File: src/rtl/pagerank_pkg.sv
// Shared types and index-width helpers for the pagerank graph loader and the DMP_serial engine.
package pagerank_pkg;

  typedef logic [31:0] node_id_t;

  typedef enum logic [1:0] {
    IDLE  = 2'd0,
    CLEAR = 2'd1,
    LOAD  = 2'd2,
    RUN   = 2'd3
  } loader_state_e;

  // Index width for an array dimension; a single-entry dimension still gets one bit.
  function automatic int idx_w(input int n);
    return (n <= 1) ? 1 : $clog2(n);
  endfunction

endpackage

File: src/rtl/pagerank_edge_decoder.sv
// Splits a node id into partition/slot and flags ids outside the graph (unsigned compare).
module pagerank_edge_decoder
  import pagerank_pkg::*;
#(
  parameter int NODES_IN_PARTITION = 4,
  parameter int NODES_IN_GRAPH     = 4,
  parameter int PW                 = 1,
  parameter int SW                 = 2
) (
  input  node_id_t        id,
  output logic [PW-1:0]   part,
  output logic [SW-1:0]   slot,
  output logic            in_range
);

  // Out-of-range ids map to slot 0 so they never index outside the arrays.
  always_comb begin
    in_range = (id < node_id_t'(NODES_IN_GRAPH));
    if (in_range) begin
      part = PW'(id / node_id_t'(NODES_IN_PARTITION));
      slot = SW'(id % node_id_t'(NODES_IN_PARTITION));
    end else begin
      part = {PW{1'b0}};
      slot = {SW{1'b0}};
    end
  end

endmodule

File: src/rtl/pagerank_graph_loader.sv
// Builds partitioned source_id/out_degree/dest_id arrays from a serial edge stream, then hands off to the engine.
// Optional macro PR_LOADER_DEDUP_EN: collapse duplicate edges of a source instead of storing them.
module pagerank_graph_loader
  import pagerank_pkg::*;
#(
  parameter int NUM_PARTITIONS     = 1,
  parameter int NODES_IN_PARTITION = 4,
  parameter int NODES_IN_GRAPH     = 4,
  parameter int MAX_OUT_DEGREE     = 3
) (
  input  logic     clock,
  input  logic     reset_n,
  input  logic     start,
  input  logic     edge_valid,
  output logic     edge_ready,
  input  node_id_t edge_src,
  input  node_id_t edge_dst,
  input  logic     edge_last,
  output node_id_t source_id  [NUM_PARTITIONS][NODES_IN_PARTITION],
  output node_id_t out_degree [NUM_PARTITIONS][NODES_IN_PARTITION],
  output node_id_t dest_id    [NUM_PARTITIONS][NODES_IN_PARTITION][MAX_OUT_DEGREE],
  output logic     pagerank_enable,
  input  logic     pagerank_complete,
  output logic     busy,
  output logic     overflow_err,
  output logic     range_err
);

  localparam int PW = idx_w(NUM_PARTITIONS);
  localparam int SW = idx_w(NODES_IN_PARTITION);
  localparam int KW = idx_w(MAX_OUT_DEGREE);

  loader_state_e   state_r;
  logic [PW-1:0]   src_part_s;
  logic [SW-1:0]   src_slot_s;
  logic            src_in_range_s;
  logic [PW-1:0]   dst_part_s;
  logic [SW-1:0]   dst_slot_s;
  logic            dst_in_range_s;
  node_id_t        k_s;
  logic [KW-1:0]   k_idx_s;
  logic            full_s;
  logic            dup_s;
  logic            accept_s;

  pagerank_edge_decoder #(
    .NODES_IN_PARTITION(NODES_IN_PARTITION),
    .NODES_IN_GRAPH    (NODES_IN_GRAPH),
    .PW                (PW),
    .SW                (SW)
  ) u_src_dec (
    .id      (edge_src),
    .part    (src_part_s),
    .slot    (src_slot_s),
    .in_range(src_in_range_s)
  );

  pagerank_edge_decoder #(
    .NODES_IN_PARTITION(NODES_IN_PARTITION),
    .NODES_IN_GRAPH    (NODES_IN_GRAPH),
    .PW                (PW),
    .SW                (SW)
  ) u_dst_dec (
    .id      (edge_dst),
    .part    (dst_part_s),
    .slot    (dst_slot_s),
    .in_range(dst_in_range_s)
  );

  // Slot selection from the registered degree; a prior write has always landed by the next beat.
  always_comb begin
    accept_s = edge_valid & edge_ready;
    k_s      = out_degree[src_part_s][src_slot_s];
    k_idx_s  = KW'(k_s);
    full_s   = (k_s == node_id_t'(MAX_OUT_DEGREE));
    dup_s    = 1'b0;
`ifdef PR_LOADER_DEDUP_EN
    for (int j = 0; j < MAX_OUT_DEGREE; j++) begin
      if ((node_id_t'(j) < k_s) && (dest_id[src_part_s][src_slot_s][j] == edge_dst)) begin
        dup_s = 1'b1;
      end else begin
        dup_s = dup_s;
      end
    end
`else
    dup_s = 1'b0;
`endif
  end

  // Loader FSM with registered handshake, status and graph arrays.
  always_ff @(posedge clock or negedge reset_n) begin
    if (!reset_n) begin
      state_r         <= IDLE;
      edge_ready      <= 1'b0;
      pagerank_enable <= 1'b0;
      busy            <= 1'b0;
      overflow_err    <= 1'b0;
      range_err       <= 1'b0;
      for (int p = 0; p < NUM_PARTITIONS; p++) begin
        for (int s = 0; s < NODES_IN_PARTITION; s++) begin
          source_id[p][s]  <= 32'd0;
          out_degree[p][s] <= 32'd0;
          for (int k = 0; k < MAX_OUT_DEGREE; k++) dest_id[p][s][k] <= 32'd0;
        end
      end
    end else begin
      case (state_r)
        IDLE: begin
          if (start) begin
            state_r <= CLEAR;
            busy    <= 1'b1;
          end
        end
        CLEAR: begin
          for (int p = 0; p < NUM_PARTITIONS; p++) begin
            for (int s = 0; s < NODES_IN_PARTITION; s++) begin
              source_id[p][s]  <= node_id_t'(p * NODES_IN_PARTITION + s);
              out_degree[p][s] <= 32'd0;
              for (int k = 0; k < MAX_OUT_DEGREE; k++) dest_id[p][s][k] <= 32'd0;
            end
          end
          overflow_err <= 1'b0;
          range_err    <= 1'b0;
          edge_ready   <= 1'b1;
          state_r      <= LOAD;
        end
        LOAD: begin
          if (accept_s) begin
            if (!src_in_range_s || !dst_in_range_s) begin
              range_err <= 1'b1;
            end else if (!dup_s) begin
              if (full_s) begin
                overflow_err <= 1'b1;
              end else begin
                dest_id[src_part_s][src_slot_s][k_idx_s] <= edge_dst;
                out_degree[src_part_s][src_slot_s]       <= k_s + 32'd1;
              end
            end
            if (edge_last) begin
              edge_ready      <= 1'b0;
              pagerank_enable <= 1'b1;
              state_r         <= RUN;
            end
          end
        end
        RUN: begin
          if (pagerank_complete) begin
            pagerank_enable <= 1'b0;
            busy            <= 1'b0;
            state_r         <= IDLE;
          end
        end
        default: begin
          state_r <= IDLE;
        end
      endcase
    end
  end

endmodule

File: config.mk
export PLATFORM = sky130hd
export DESIGN_NAME = pagerank_graph_loader
export DESIGN_NICKNAME = d
export VERILOG_FILES = /design/src/rtl/pagerank_pkg.sv /design/src/rtl/pagerank_edge_decoder.sv /design/src/rtl/pagerank_graph_loader.sv
export SDC_FILE = /design/constraint.sdc
export NUM_CORES = 1
export LEC_CHECK = 0
export BUFFER_PORTS_ARGS = -buffer_cell sky130_fd_sc_hd__buf_2
export CORE_AREA = 2 2 277 279
export CTS_CLUSTER_SIZE = 28
export DETAILED_ROUTE_END_ITERATION = 10
export DIE_AREA = 0 0 279 281
export GPL_TIMING_DRIVEN = 0
export PLACE_DENSITY = 0.55
export SKIP_CTS_REPAIR_TIMING = 1
export SLEW_MARGIN = 0
export SYNTH_ARGS = -nofsm -noshare
export SYNTH_HDL_FRONTEND = slang
export SYNTH_SLANG_ARGS = --single-unit
File: constraint.sdc
create_clock -name clock -period 3.93 [get_ports clock]
set_clock_uncertainty 0.1 [all_clocks]
set_input_delay 0.393 -clock clock [delete_from_list [all_inputs] [get_ports clock]]
set_output_delay 0.393 -clock clock [all_outputs]
set_load 0.1 [all_outputs]
[Word-level counts from Yosys, hierarchy flattened]
Index checks and enable logic that the tools add are counted.
Word-level totals
  register bits after elaboration: 521
  logic and storage cells: 110
  output and inout port bits: 645
  input port bits: 70
Operators by class
  equal/unequal tests: 12
  reductions and logical operators: 17
  add/sub/neg operators: 1
  multiplexer cells: 45
  magnitude comparators: 8
  bitwise gates (word level): 3
Operators with widths (count)
  384-bit 2-to-1 mux: 4
  384-bit one-hot mux with 2 select lines: 1
  128-bit 2-to-1 mux: 5
  384-bit bitwise mux: 1
  128-bit one-hot mux with 2 select lines: 1
  96-bit demux with 2-bit select: 1
  128-bit bitwise mux: 1
  32-bit demux with 2-bit select: 2
  32-bit 2-to-1 mux: 4
  96-bit 2-to-1 mux: 1
  32-bit binary-select mux with 2-bit select: 1
  32-bit by 3-bit less-than comparator with 1-bit output (second input constant): 2
  32-bit by 1-bit adder with 32-bit output (second input constant): 1
  32-bit by 2-bit == test with 1-bit output (second input constant): 1
  2-bit inequality test (second input constant): 8
  4-bit AND reduction: 4
  1-bit 2-to-1 mux: 12
  2-bit 2-to-1 mux: 5
  1-bit one-hot mux with 2 select lines: 5
  3-bit AND reduction: 3
  2-bit one-hot mux with 4 select lines: 1
  3-bit greater-or-equal comparator (second input constant): 2
  3-bit by 1-bit less-than comparator with 1-bit output (second input constant): 2
  2-bit inverter with 3-bit output: 2
  10 further kinds: 16

[Depth between registers and ports, before layout]
  depth after elaboration: 20
  gate-level depth with buffers: 18
  depth with buffers taken out: 12

[Modules after synthesis]
From an unflattened synthesis, not the netlist that was laid out.
Second synthesis, totals
  cell total of the unflattened synthesis: 1576
  area, all modules: 21597.0 µm²
By module, submodules not included
  pagerank_graph_loader: sequential area each 13012.5 µm², area an instance 21379.3 µm², instances 1, cells each 1542
  pagerank_edge_decoder: sequential area each 0.0 µm², area an instance 108.9 µm², instances 2, cells each 17

[Worst setup path before layout]
OpenSTA, ideal clock, no wires.
  path type: input-to-reg
  from: input port edge_src[22]
  to: register out_degree[25] in the netlist's numbering
  path buffers: 6
  data arrival time: 3929 ps
  data required time: 3708 ps
  path slack: -221 ps
  setup time: 122 ps
  cell stages on the path: 17
  path through: nor4_2 > nand4_2 > buf_4 > buf_6 > buf_2 > o31ai_1 > a211oi_1 > inv_1 > ha_1 > o211ai_1 > nor4b_1 > or4b_1 > buf_6 > buf_6 > o311a_1 > buf_2 > a22o_1
Between the ends
  cells in the longest elaborated chain, start to end: 13
  elaborated cells between the ends (all ways): 28
  those cells by class: add/sub: 1; order compare: 5; eq/ne: 3; mux: 13; bitwise: 1; reduce/logical: 5
RTL lines
  start: declaration: RTL line pagerank_graph_loader.sv:16  | input node_id_t edge_src,
  32-bit by 3-bit less-than comparator with 1-bit output (*): RTL line pagerank_edge_decoder.sv:18  | in_range = (id < node_id_t'(NODES_IN_GRAPH));
  branches (longest 12 deep; another with 32-bit by 1-bit adder with 32-bit output)
  end signal: indexed assignment: RTL line pagerank_graph_loader.sv:136  | out_degree[src_part_s][src_slot_s] <= k_s + 32'd1;
  end: declaration: RTL line pagerank_graph_loader.sv:20  | output node_id_t out_degree [NUM_PARTITIONS][NODES_IN_PARTITION],
Every way passes the cells marked *. The select of a mux whose other input is x is not followed.
A chain may end at the register's enable or synchronous reset.

[Worst setup path after layout]
  from: input port edge_src[5]
  to: register dest_id[376] in the netlist's numbering
Between the ends
  cells in the longest elaborated chain, start to end: 19
  elaborated cells between the ends (all ways): 33
  those cells by class: order compare: 7; eq/ne: 3; mux: 15; bitwise: 2; reduce/logical: 6
RTL lines
  32-bit by 3-bit less-than comparator with 1-bit output (*): RTL line pagerank_edge_decoder.sv:18
  2-bit 2-to-1 mux: RTL line pagerank_edge_decoder.sv:19  | if (in_range) begin
  2-bit inverter with 3-bit output (implied by the code): RTL line pagerank_graph_loader.sv:73, pagerank_graph_loader.sv:135
  32-bit binary-select mux with 2-bit select: RTL line pagerank_graph_loader.sv:73  | k_s = out_degree[src_part_s][src_slot_s];
  32-bit 2-to-1 mux (implied by the code) (2 in a row): RTL line pagerank_graph_loader.sv:73
  2-bit inverter with 3-bit output (implied by the code): RTL line pagerank_graph_loader.sv:135  | dest_id[src_part_s][src_slot_s][k_idx_s] <= edge_dst;
  3-bit greater-or-equal comparator (implied by the code) or 3-bit by 1-bit less-than comparator with 1-bit output (tied branches): RTL line pagerank_graph_loader.sv:135
  1-bit logical AND (implied by the code): RTL line pagerank_graph_loader.sv:135
  (+2 left out)
  96-bit 2-to-1 mux (implied by the code): RTL line pagerank_graph_loader.sv:135
  96-bit demux with 2-bit select: RTL line pagerank_graph_loader.sv:135
  384-bit 2-to-1 mux (implied by the code): RTL line pagerank_graph_loader.sv:135
  384-bit bitwise mux: RTL line pagerank_graph_loader.sv:135
  384-bit 2-to-1 mux: RTL line pagerank_graph_loader.sv:132  | if (full_s) begin
  384-bit 2-to-1 mux: RTL line pagerank_graph_loader.sv:129  | if (!src_in_range_s || !dst_in_range_s) begin
  384-bit 2-to-1 mux: RTL line pagerank_graph_loader.sv:128  | if (accept_s) begin
  384-bit one-hot mux with 2 select lines: RTL line pagerank_graph_loader.sv:107  | case (state_r)
  end signal: indexed assignment: RTL line pagerank_graph_loader.sv:135
  end: declaration: RTL line pagerank_graph_loader.sv:21  | output node_id_t dest_id [NUM_PARTITIONS][NODES_IN_PARTITION][MAX_OUT_DEGREE],
Mark *: on every way between the ends. The rest lies on a longest branch, timed or not. The select of a mux whose other input is x is not followed.

==> flow_summary.ini <==
[setup_path]
slowest_delay_ns = 0.66
path_depth = 14
worstSetupPathType = input port to register
path_buf_inv = 5
required_ns = 4.35
end_kind = register
critPathArrivalTime_ns = 4.49
r2r_cells = 14
slowest_stage = or4_1
path_max_fanout = 10
crit_path_start_kind = input port
cp_top_family = simple AND/OR/NAND/NOR gates
cp_cell_sequence = buf_2 -> nor4_4 -> and4_1 -> clkbuf_4 -> nand4_1 -> o21ai_0 -> nand4_1 -> or4_1 -> clkbuf_4 -> buf_4 -> o311ai_4 -> a21oi_4 -> buf_6 -> nor2b_2

[timing]
finalSetupViolCount = 196
finalSetupTns_ns = -13.08
slew_viol_final = 0
slew_headroom_pct = 33.0
fin_crit_ns = 4.07
fin_ws_ns = -0.137
hold_viol_final = 0
worst_pin_slew_ns = 1.00
rsz0062_at_grt = true
fmax_ghz = 0.246
fin_crit_sh_pct = 103

[route]
vias = 16600
drt_iter0_drc = 879
viasPerCell = 4.64
drc = 0
firstDrtPassIters = 5
wirelength_um = 75700
final_antenna_net_count = 0
wl_per_cell_um = 21.2

[die]
coreArea_mm2 = 0.0754
fp.dieW_um = 279
die_h_um = 281
fp-row-count = 101
ios = 715
start_util_pct = 29.1
dieArea_mm2 = 0.0784

[pwr]
ir_drop_mv = 0.312
p_comb_share_pct = 34.6
cellInternalPower_mw = 10.2
p_sw_mw = 6.45
swShare_pct = 38.7
pwr-share-clk_pct = 32.7
leakage_nw = 16.0
seq_power_share_pct = 32.7
power_density_mw_per_mm2 = 551

[global_route]
grt_pass1_vias = 16100
grt.total_usage_pct = 18.2
grt_max_degree = 121
antenna_found_initial = 1
overflow = 0
grt_pass1_wl_um = 107000

[synth]
synth_area_leaders = dfrtp_1 59%, nor2b_1 6.1%, nor2b_2 6.0%
netlist.area_leader.share_pct = 59.3
yosysWarnings = 0
yosys-top-cells-count = 520 x dfrtp_1, 214 x nor2b_1, 150 x nor2b_2
synth.most_common_cell = dfrtp_1
yosysSeqAreaShare_pct = 59.3
synthCells = 1713
avgSynthCellArea_um2 = 12.8
synth_edf_count = 0
synth.distinct_cells = 68
postSynthRegisterBits = 520
async_flop_share_pct = 100
synth_area_mm2 = 0.0219
ys.flop_type = dfrtp_1
yosys.area.top_type = dfrtp_1

[clocking]
htree_levels = 2
clk_pin_slew_worst_paths_ns = 0.06
clock_sinks = 520
cts_inserted_buffers = 56
clockBufferDepth = 3
cts_tree = done
clock-root-buffer = clkbuf_16
clkLatencyLatePin_ns = 0.63

[placed_design]
portBuffers = 589
place_congestion = 0.910
dp_hpwl_um = 56700

[run_status]
status = finished, violations left
violations = setup timing

[final_layout]
utilization_pct = 40.1
diodes = 0
final_nets = 2635
area_growth_pct = 38.1
final_layout_size_suffix_gt1_share_pct = 46.8

[worst_hold_path]
whs_path_depth = 4
hp-class = input port to register

[flow_run]
drv.max_cap_violation_count = 0
==> sequential cells by signal, summed over array words and instances, names as in the netlist <==
signal,cells
source_id,1
edge_ready,1
out_degree,128
dest_id,384
overflow_err,1
state_r,2
busy,1
pagerank_enable,1
range_err,1
==> worst register-to-register path: cells and delay by family, from the launching register on <==
| family | cells | cell delay, ns |
|---|---|---|
| AO/OA/AOI/OAI | 5 | 1.18 |
| AND/OR/NAND/NOR | 4 | 1.05 |
| buffers and inverters | 4 | 0.71 |
| adder cells (fa/ha/maj) | 1 | 0.20 |
| flip-flops | 1 | 0.45 |
==> layer usage <==
| layer | part of all wire (%) | track usage, % | vias to the layer above |
|---|---|---|---|
| li1 | - | - | 7359 |
| met1 | 40 | 22.9 | 8378 |
| met2 | 48 | 30.0 | 696 |
| met3 | 7.3 | 4.29 | 160 |
| met4 | 4.0 | 7.33 | 0 |
| met5 | 0 | 0 | - |
==> per-stage QoR <==
| step | hold WS (ns) | cells | area, um^2 | total power [mW] | setup slack (ns) |
|---|---|---|---|---|---|
| after CTS | -0.300 | 3507 | 28700 | 15.8 | -1.35 |
| after detailed placement | 0.360 | 3407 | 26800 | 10.3 | -2.01 |
| after floorplan | -0.00259 | 1836 | 22500 | 8.76 | 0.00413 |
| after global placement | 0.368 | 3403 | 26600 | 10.2 | -7.95 |
| final | 0.00666 | 3577 | 30300 | 16.7 | -0.137 |
| after global routing | 0.0305 | 3577 | 30300 | 17.4 | -0.221 |
==> final timing paths <==
kind	startpoint	endpoint	slack [ns]
min in group asynchronous	reset_n	dest_id[337]	0.28
hold / removal	pagerank_complete	busy	0.007
hold reg to reg	dest_id[366]	dest_id[366]	0.38
max in group asynchronous	reset_n	out_degree[22]	1.93
setup reg to reg	out_degree[96]	dest_id[376]	0.14
setup / recovery	edge_src[5]	dest_id[376]	-0.14
==> power by group through the flow <==
stage | sequential [mW] | clock, mW | combinational [mW]
final | 5.45 | 5.46 | 5.78
after CTS | 5.45 | 5.61 | 4.75
after detailed placement | 5.54 | 0 | 4.75
after global routing | 5.45 | 5.82 | 6.16
after floorplan | 5.79 | 0 | 2.97
after global placement | 5.54 | 0 | 4.66
==> cell families after synthesis <==
logic type	after synthesis	share of synthesized area [%]
adder cells (fa/ha/maj)	8	0.456
buffers and inverters	241	7.37
AND/OR/NAND/NOR	594	18.2
AO/OA/AOI/OAI	265	10.8
other	1	0.0171
flip-flops	520	59.3
multiplexers	55	2.62
XOR/XNOR	29	1.16
==> placed cells by master (no fill, tap or decap), types with 11 or more instances in the layout <==
cell and n:
xnor2_1 14, o31ai_1 13, nor4_1 13, o2bb2ai_1 89, clkbuf_4 11, buf_12 11, nand4_1 19, xor2_1 15
nor2_1 27, o311ai_4 13, buf_6 41, nand2_1 80, nor4b_1 13, buf_2 603, nor2b_4 46, conb_1 124
nor3_1 12, clkbuf_1 22, mux2i_1 36, clkbuf_8 15, clkbuf_16 60, nor2b_1 211, nor2b_2 107, mux2_2 19
o21ai_0 23, dfrtp_1 520, a22o_1 45, buf_4 192
==> cell type report <==
class                           count  area (um^2)
Inverter                           10         37.5
Fill cell                        7266        45200
Clock inverter                     17          251
Sequential cell                   520        13000
Timing Repair Buffer              663         3740
Clock buffer                       83         1670
Tap cell                          978         1220
Multi-Input combinational cell   1075         8430
Buffer                            231         1920
Note: power is estimated with default switching activity, not from simulation.
